--- config.mk ---
export PLATFORM = sky130hd
export DESIGN_NAME = core_seq
export DESIGN_NICKNAME = d
export VERILOG_FILES = /design/src/rtl/core_seq.sv
export SDC_FILE = /design/constraint.sdc
export NUM_CORES = 1
export LEC_CHECK = 0
export ABC_AREA = 1
export CORE_MARGIN = 2
export CORE_UTILIZATION = 35
export DETAILED_ROUTE_END_ITERATION = 8
export DONT_BUFFER_PORTS = 1
export GPL_ROUTABILITY_DRIVEN = 0
export PLACE_DENSITY = 0.45
export SYNTH_ARGS = -nofsm -noshare
export SYNTH_HDL_FRONTEND = slang
export SYNTH_SLANG_ARGS = --single-unit
--- constraint.sdc ---
create_clock -name CLK -period 4.49 [get_ports CLK]
set_input_delay 1.347 -clock CLK [delete_from_list [all_inputs] [get_ports CLK]]
set_output_delay 1.347 -clock CLK [all_outputs]
set_load 0.005 [all_outputs]
--- src/rtl/core_seq.sv ---
// Multi-cycle RV32I sequencer: owns PC, instruction latch, next-PC selection,
// load/store lane formatting and trap entry, with REQ/ACK on both memory buses.
module core_seq #(
  parameter logic [31:0] RESET_VECTOR = 32'h0000_0000,
  parameter logic [31:0] TRAP_VECTOR  = 32'h0000_0100
) (
  input  logic        CLK,
  input  logic        RST_N,
  output logic        I_MEM_REQ,
  output logic [31:0] I_MEM_ADDR,
  input  logic        I_MEM_ACK,
  input  logic [31:0] I_MEM_IN,
  output logic        D_MEM_REQ,
  output logic        D_MEM_WE,
  output logic [3:0]  D_MEM_BE,
  output logic [31:0] D_MEM_ADDR,
  output logic [31:0] D_MEM_DATA,
  input  logic        D_MEM_ACK,
  input  logic [31:0] D_MEM_IN,
  output logic [31:0] INST,
  input  logic        IS_LOAD,
  input  logic        IS_STORE,
  input  logic        IS_BRANCH,
  input  logic        IS_JAL,
  input  logic        IS_JALR,
  input  logic        N_INST,
  input  logic [2:0]  FUNCT3,
  input  logic [31:0] IMM,
  input  logic [31:0] RS1,
  input  logic [31:0] RS2,
  input  logic [31:0] ALU_RESULT,
  output logic [31:0] PC,
  output logic        REG_WE,
  output logic [31:0] REG_WDATA,
  output logic        RETIRED,
  output logic        TRAP,
  output logic [1:0]  TRAP_CAUSE,
  output logic [31:0] EPC,
  output logic [2:0]  DBG_STATE
);

  // Handshake: a bus transfer completes in the cycle where REQ=1 and ACK=1.
  // REQ and all qualifiers are registered and held stable until that cycle;
  // ACK seen while REQ=0 is ignored. A reset may abandon a pending request.

  typedef enum logic [2:0] {
    S_IDLE      = 3'd0,
    S_FETCH     = 3'd1,
    S_DECODE    = 3'd2,
    S_EXECUTE   = 3'd3,
    S_MEMORY    = 3'd4,
    S_WRITEBACK = 3'd5,
    S_TRAP      = 3'd6
  } state_t;

  state_t      state;
  logic [31:0] pc_q;
  logic [31:0] next_pc_q;
  logic [31:0] alu_q;
  logic        is_load_q;
  logic        is_store_q;
  logic        link_q;
  logic        wb_en_q;
  logic [2:0]  funct3_q;

  logic [31:0] target;
  logic        addr_misaligned;
  logic [3:0]  lane_be;
  logic [31:0] store_data;
  logic [31:0] lane_word;
  logic [31:0] load_data;
  logic [31:0] wb_data;
  logic        mem_op;
  logic        mem_done;

  assign PC         = pc_q;
  assign I_MEM_ADDR = pc_q;
  assign DBG_STATE  = state;

  always_comb begin
    target = pc_q + 32'd4;
    if (IS_JALR)
      target = (RS1 + IMM) & ~32'd1;
    else if (IS_JAL || (IS_BRANCH && ALU_RESULT[0]))
      target = pc_q + IMM;
  end

  always_comb begin
    addr_misaligned = 1'b0;
    lane_be         = 4'b1111;
    store_data      = RS2;
    case (FUNCT3[1:0])
      2'b00: begin
        lane_be    = 4'b0001 << ALU_RESULT[1:0];
        store_data = {4{RS2[7:0]}};
      end
      2'b01: begin
        addr_misaligned = ALU_RESULT[0];
        lane_be         = 4'b0011 << ALU_RESULT[1:0];
        store_data      = {2{RS2[15:0]}};
      end
      2'b10: addr_misaligned = |ALU_RESULT[1:0];
      default: ;
    endcase
  end

  // Load lane select uses the registered address and width, not decoder inputs.
  always_comb begin
    lane_word = D_MEM_IN >> {D_MEM_ADDR[1:0], 3'b000};
    case (funct3_q)
      3'b000:  load_data = {{24{lane_word[7]}}, lane_word[7:0]};
      3'b001:  load_data = {{16{lane_word[15]}}, lane_word[15:0]};
      3'b100:  load_data = {24'd0, lane_word[7:0]};
      3'b101:  load_data = {16'd0, lane_word[15:0]};
      default: load_data = D_MEM_IN;
    endcase
  end

  always_comb begin
    mem_op   = is_load_q || is_store_q;
    mem_done = !mem_op || (D_MEM_REQ && D_MEM_ACK);
    if (link_q)
      wb_data = pc_q + 32'd4;
    else if (is_load_q)
      wb_data = load_data;
    else
      wb_data = alu_q;
  end

  always_ff @(posedge CLK) begin
    if (!RST_N) begin
      state      <= S_IDLE;
      pc_q       <= RESET_VECTOR;
      next_pc_q  <= RESET_VECTOR;
      alu_q      <= '0;
      is_load_q  <= 1'b0;
      is_store_q <= 1'b0;
      link_q     <= 1'b0;
      wb_en_q    <= 1'b0;
      funct3_q   <= '0;
      INST       <= '0;
      EPC        <= '0;
      TRAP_CAUSE <= '0;
      REG_WDATA  <= '0;
      I_MEM_REQ  <= 1'b0;
      D_MEM_REQ  <= 1'b0;
      D_MEM_WE   <= 1'b0;
      D_MEM_BE   <= '0;
      D_MEM_ADDR <= '0;
      D_MEM_DATA <= '0;
      REG_WE     <= 1'b0;
      RETIRED    <= 1'b0;
      TRAP       <= 1'b0;
    end else begin
      case (state)
        S_IDLE: begin
          I_MEM_REQ <= 1'b1;
          state     <= S_FETCH;
        end

        S_FETCH: begin
          if (I_MEM_REQ && I_MEM_ACK) begin
            INST      <= I_MEM_IN;
            I_MEM_REQ <= 1'b0;
            state     <= S_DECODE;
          end
        end

        S_DECODE: state <= S_EXECUTE;

        S_EXECUTE: begin
          alu_q      <= ALU_RESULT;
          next_pc_q  <= target;
          is_load_q  <= IS_LOAD;
          is_store_q <= IS_STORE;
          link_q     <= IS_JAL || IS_JALR;
          wb_en_q    <= !(IS_STORE || IS_BRANCH);
          funct3_q   <= FUNCT3;
          if (N_INST || (target[1:0] != 2'b00) ||
              ((IS_LOAD || IS_STORE) && addr_misaligned)) begin
            TRAP  <= 1'b1;
            EPC   <= pc_q;
            state <= S_TRAP;
            if (N_INST)
              TRAP_CAUSE <= 2'd0;
            else if (target[1:0] != 2'b00)
              TRAP_CAUSE <= 2'd1;
            else
              TRAP_CAUSE <= IS_STORE ? 2'd3 : 2'd2;
          end else begin
            if (IS_LOAD || IS_STORE) begin
              D_MEM_REQ  <= 1'b1;
              D_MEM_WE   <= IS_STORE;
              D_MEM_BE   <= lane_be;
              D_MEM_ADDR <= ALU_RESULT;
              D_MEM_DATA <= store_data;
            end
            state <= S_MEMORY;
          end
        end

        S_MEMORY: begin
          if (mem_done) begin
            D_MEM_REQ <= 1'b0;
            D_MEM_WE  <= 1'b0;
            D_MEM_BE  <= '0;
            REG_WDATA <= wb_data;
            REG_WE    <= wb_en_q;
            RETIRED   <= 1'b1;
            state     <= S_WRITEBACK;
          end
        end

        S_WRITEBACK: begin
          REG_WE    <= 1'b0;
          RETIRED   <= 1'b0;
          pc_q      <= next_pc_q;
          I_MEM_REQ <= 1'b1;
          state     <= S_FETCH;
        end

        S_TRAP: begin
          TRAP      <= 1'b0;
          pc_q      <= TRAP_VECTOR;
          I_MEM_REQ <= 1'b1;
          state     <= S_FETCH;
        end

        default: state <= S_IDLE;
      endcase
    end
  end

endmodule
==> results.md <==
- CTS tree: built
- Status: finished, final reports clean
- Total number of vias: 18188
- Slowest CP cell: inv_2
- Min-Delay Path Class: flop to flop
- Worst Setup End Kind: flop
- Power Dens Cells: between 300 and 400 nW/µm²
- Buf/Inv on CP: 1
- Routed length per instance: about 22 µm
- MaxCap Viol Count: 0
- Layout cell share with drive strength beyond 1: 3.96%
- Die ar.: 51300 µm²
- Slew Limit Fails: 0
- Final Critical Period: around 3.4 ns
- Number of synthesized register bits: around 280
- Starting Density: about 35%
- Layout Area Growth over Synthesis: 7.96%
- Number of global-route vias before repair: around 17000
- Yosys cell types: 43
- Most frequent cells in the layout: nand2_1 (699), nor2_1 (362), dfxtp_1 (278)
- Syn avg cell area: ~6.2 µm²
- CP cell instances: ha_1 -> fa_1 -> nand2_1 -> nand3_1 -> o21ai_2 -> nand2_1 -> nor2_2 -> nand2_1 -> nand2_1 -> inv_2 -> o21ai_0 -> o21ai_0 -> nor2_1
- DP HPWL: between 50 and 60 mm
- Area contributors post-synth: dfxtp_1 (32%), nand2_1 (15%), nor2_1 (7.9%)
- Slowest cell delay on critical path: roughly 0.7 ns
- Fill cells: approximately 5400
- Crit path required time: about 5 ns
- Crit path DAT: 3.77 ns
- Die Ht: ~230 µm
- Setup violations, final: 0
- CTS Buf Count: 34
- Remaining antenna violation count after routing: 0
- CTS H-tree lvls: 2
- Reg2Reg Setup Slack: ~1.5 ns
- DR DRC count: 0
- RSZ-0062 raised after global routing: no
- Post-synthesis sequential area ratio: 32.1%
- DR vias/cell: about 5.4
- Initial antenna violation count: 1
- GRT Util Overall: 28.0%
- Sink Count: around 280
- Commonest non-fill, non-tap cell in the layout: nand2_1
- Type of the worst setup path: input pin to flop
- Fin. Hold Viols: 0
- Peak supply drop: 0.227 mV
- Die width: about 230 µm
- PostCTS Resize Cnt: 0
- Most frequent CP cell: nand2_1
- Max Clk Rate: between 200 and 300 MHz
- Clock slew at reported path FFs: 0.05 ns
- IO Pins: 444
- Root Driver: clkbuf_16
- Clk_lat worst skew: 0.55 ns
- DR iter-0 viols: ~1800
- WL final: approximately 75 mm
- CP top delay family: adder cells
- Cell Area, Synth: roughly 17000 µm²
- Crit Path Max Fanout: between 60 and 70
- Period Utilization, post-route: 75.4%
- Worst slack at placement: around 0.56 ns
- P_leak: roughly 0.0084 µW
- Core area: 48800 µm²
- Post-CTS Setup Bufs: 0
- Core Rows: between 80 and 90
- Largest net degree at the start of global routing: 200
- CTS Hold Bufs: 0
- Synth top area share: 32.1%
- Cell taking the most area after synthesis: dfxtp_1
- Async S/R FF share, synth: 0%
- Cell count after synthesis: ~2800
- Post-synth EDFFs: 0
- Syn nets: 3049
- Input/output buffers: 0
- Warnings from Yosys: 0
- First drt pass iteration count: 8
- Post-synth top flop: dfxtp_1
- First-pass GRT wire length: 108 mm
- Setup crit start kind: input pin
- Clk_skew: between 0.015 and 0.02 ns
- GRT overflow: 0
- Worst slew pin tran: about 0.97 ns
- Setup_tns: 0 ns
- Nets: 2950
- Relative slew slack: a little over a third
- Clk buf depth: 3
- Setup ws final: approximately 1.1 ns
[worst reg2reg max path: cells and delay by family, from the launching register on]
family	cells	cell delay [ns]
buffers and inverters	1	0.70
adders and majority gates	1	0.63
and+or+nand+nor	7	0.59
DFF	1	0.49
AOI/OAI and AO/OA	3	0.41
[per-stage QoR]
step	instance area (µm²)	util, %	instances	power [µW]	hold WS [ns]
floorplan	17300	-	2777	3310	0.438
global placement	17600	36.1	3306	3570	0.452
detailed placement	17600	36.1	3306	3570	0.458
CTS	18700	38.3	3364	6310	0.465
global route	18700	38.3	3364	6540	0.487
finish	18700	38.3	3365	6270	0.468
[Yosys cell counts (16+ instances only)]
master and count:
inv_1 255, a21oi_1 264, o21ai_0 259, nand2_1 699, nor3_1 32, buf_4 34, o21bai_1 17, clkbuf_1 94
dfxtp_1 278, buf_2 18, nand3_1 217, buf_1 16, xor2_1 30, nor2_1 366, a31oi_1 19, ha_1 65
[per-layer routing]
metal  wire [µm]  GRT usage (%)
met2       32700           43.0
met5           0              0
met3        6630           6.84
met1       33800           39.3
met4        1500           6.37
[cell families after synthesis]
logic type / Yosys count / share of synthesized area (%)
simple gates: 1357 / 32.0
mux: 8 / 0.462
compound gates: 603 / 18.5
xor+xnor: 34 / 1.72
buf+inv: 430 / 10.3
flops: 278 / 32.1
fa+ha+maj: 67 / 4.93
[power breakdown]
group          switching, µW  internal [µW]
Sequential              84.3           2560
Clock                   1140           1610
Combinational            607            273
Total                   1830           4440
[layout make-up]
cell class | count | area (µm²) | area share [%]
antenna | 1 | 2.50 | 0.0134
clock buffer | 52 | 1010 | 5.39
clock inverter | 6 | 73.8 | 0.395
inverter | 264 | 991 | 5.30
multi-input combinational | 2069 | 9980 | 53.4
sequential | 278 | 5570 | 29.8
tap | 664 | 831 | 4.44
timing repair buffer | 31 | 245 | 1.31
[flip-flops by register name, summed over array words and instances (netlist names)]
| signal | flops |
|---|---|
| DBG_STATE | 3 |
| D_MEM_ADDR | 32 |
| I_MEM_REQ | 1 |
| REG_WDATA | 32 |
| wb_en_q | 1 |
| I_MEM_ADDR | 32 |
| EPC | 32 |
| alu_q | 32 |
| D_MEM_BE | 4 |
| TRAP | 1 |
| INST | 32 |
| funct3_q | 3 |
| link_q | 1 |
| D_MEM_REQ | 1 |
| D_MEM_DATA | 32 |
| TRAP_CAUSE | 2 |
| next_pc_q | 32 |
| REG_WE | 1 |
| is_store_q | 1 |
| D_MEM_WE | 1 |
| is_load_q | 1 |
| RETIRED | 1 |
[final timing paths]
| check | from | cells after the start | endpoint |
|---|---|---|---|
| max reg2reg | I_MEM_ADDR[1]$_SDFFE_PN0P_ | 12 | TRAP_CAUSE[0]$_SDFFE_PN0P_ |
| min reg2reg | next_pc_q[31]$_SDFFE_PN0P_ | 2 | next_pc_q[31]$_SDFFE_PN0P_ |
| max | IMM[0] | 13 | TRAP_CAUSE[0]$_SDFFE_PN0P_ |
| min | next_pc_q[31]$_SDFFE_PN0P_ | 2 | next_pc_q[31]$_SDFFE_PN0P_ |
(Power assumes the default switching activity.)
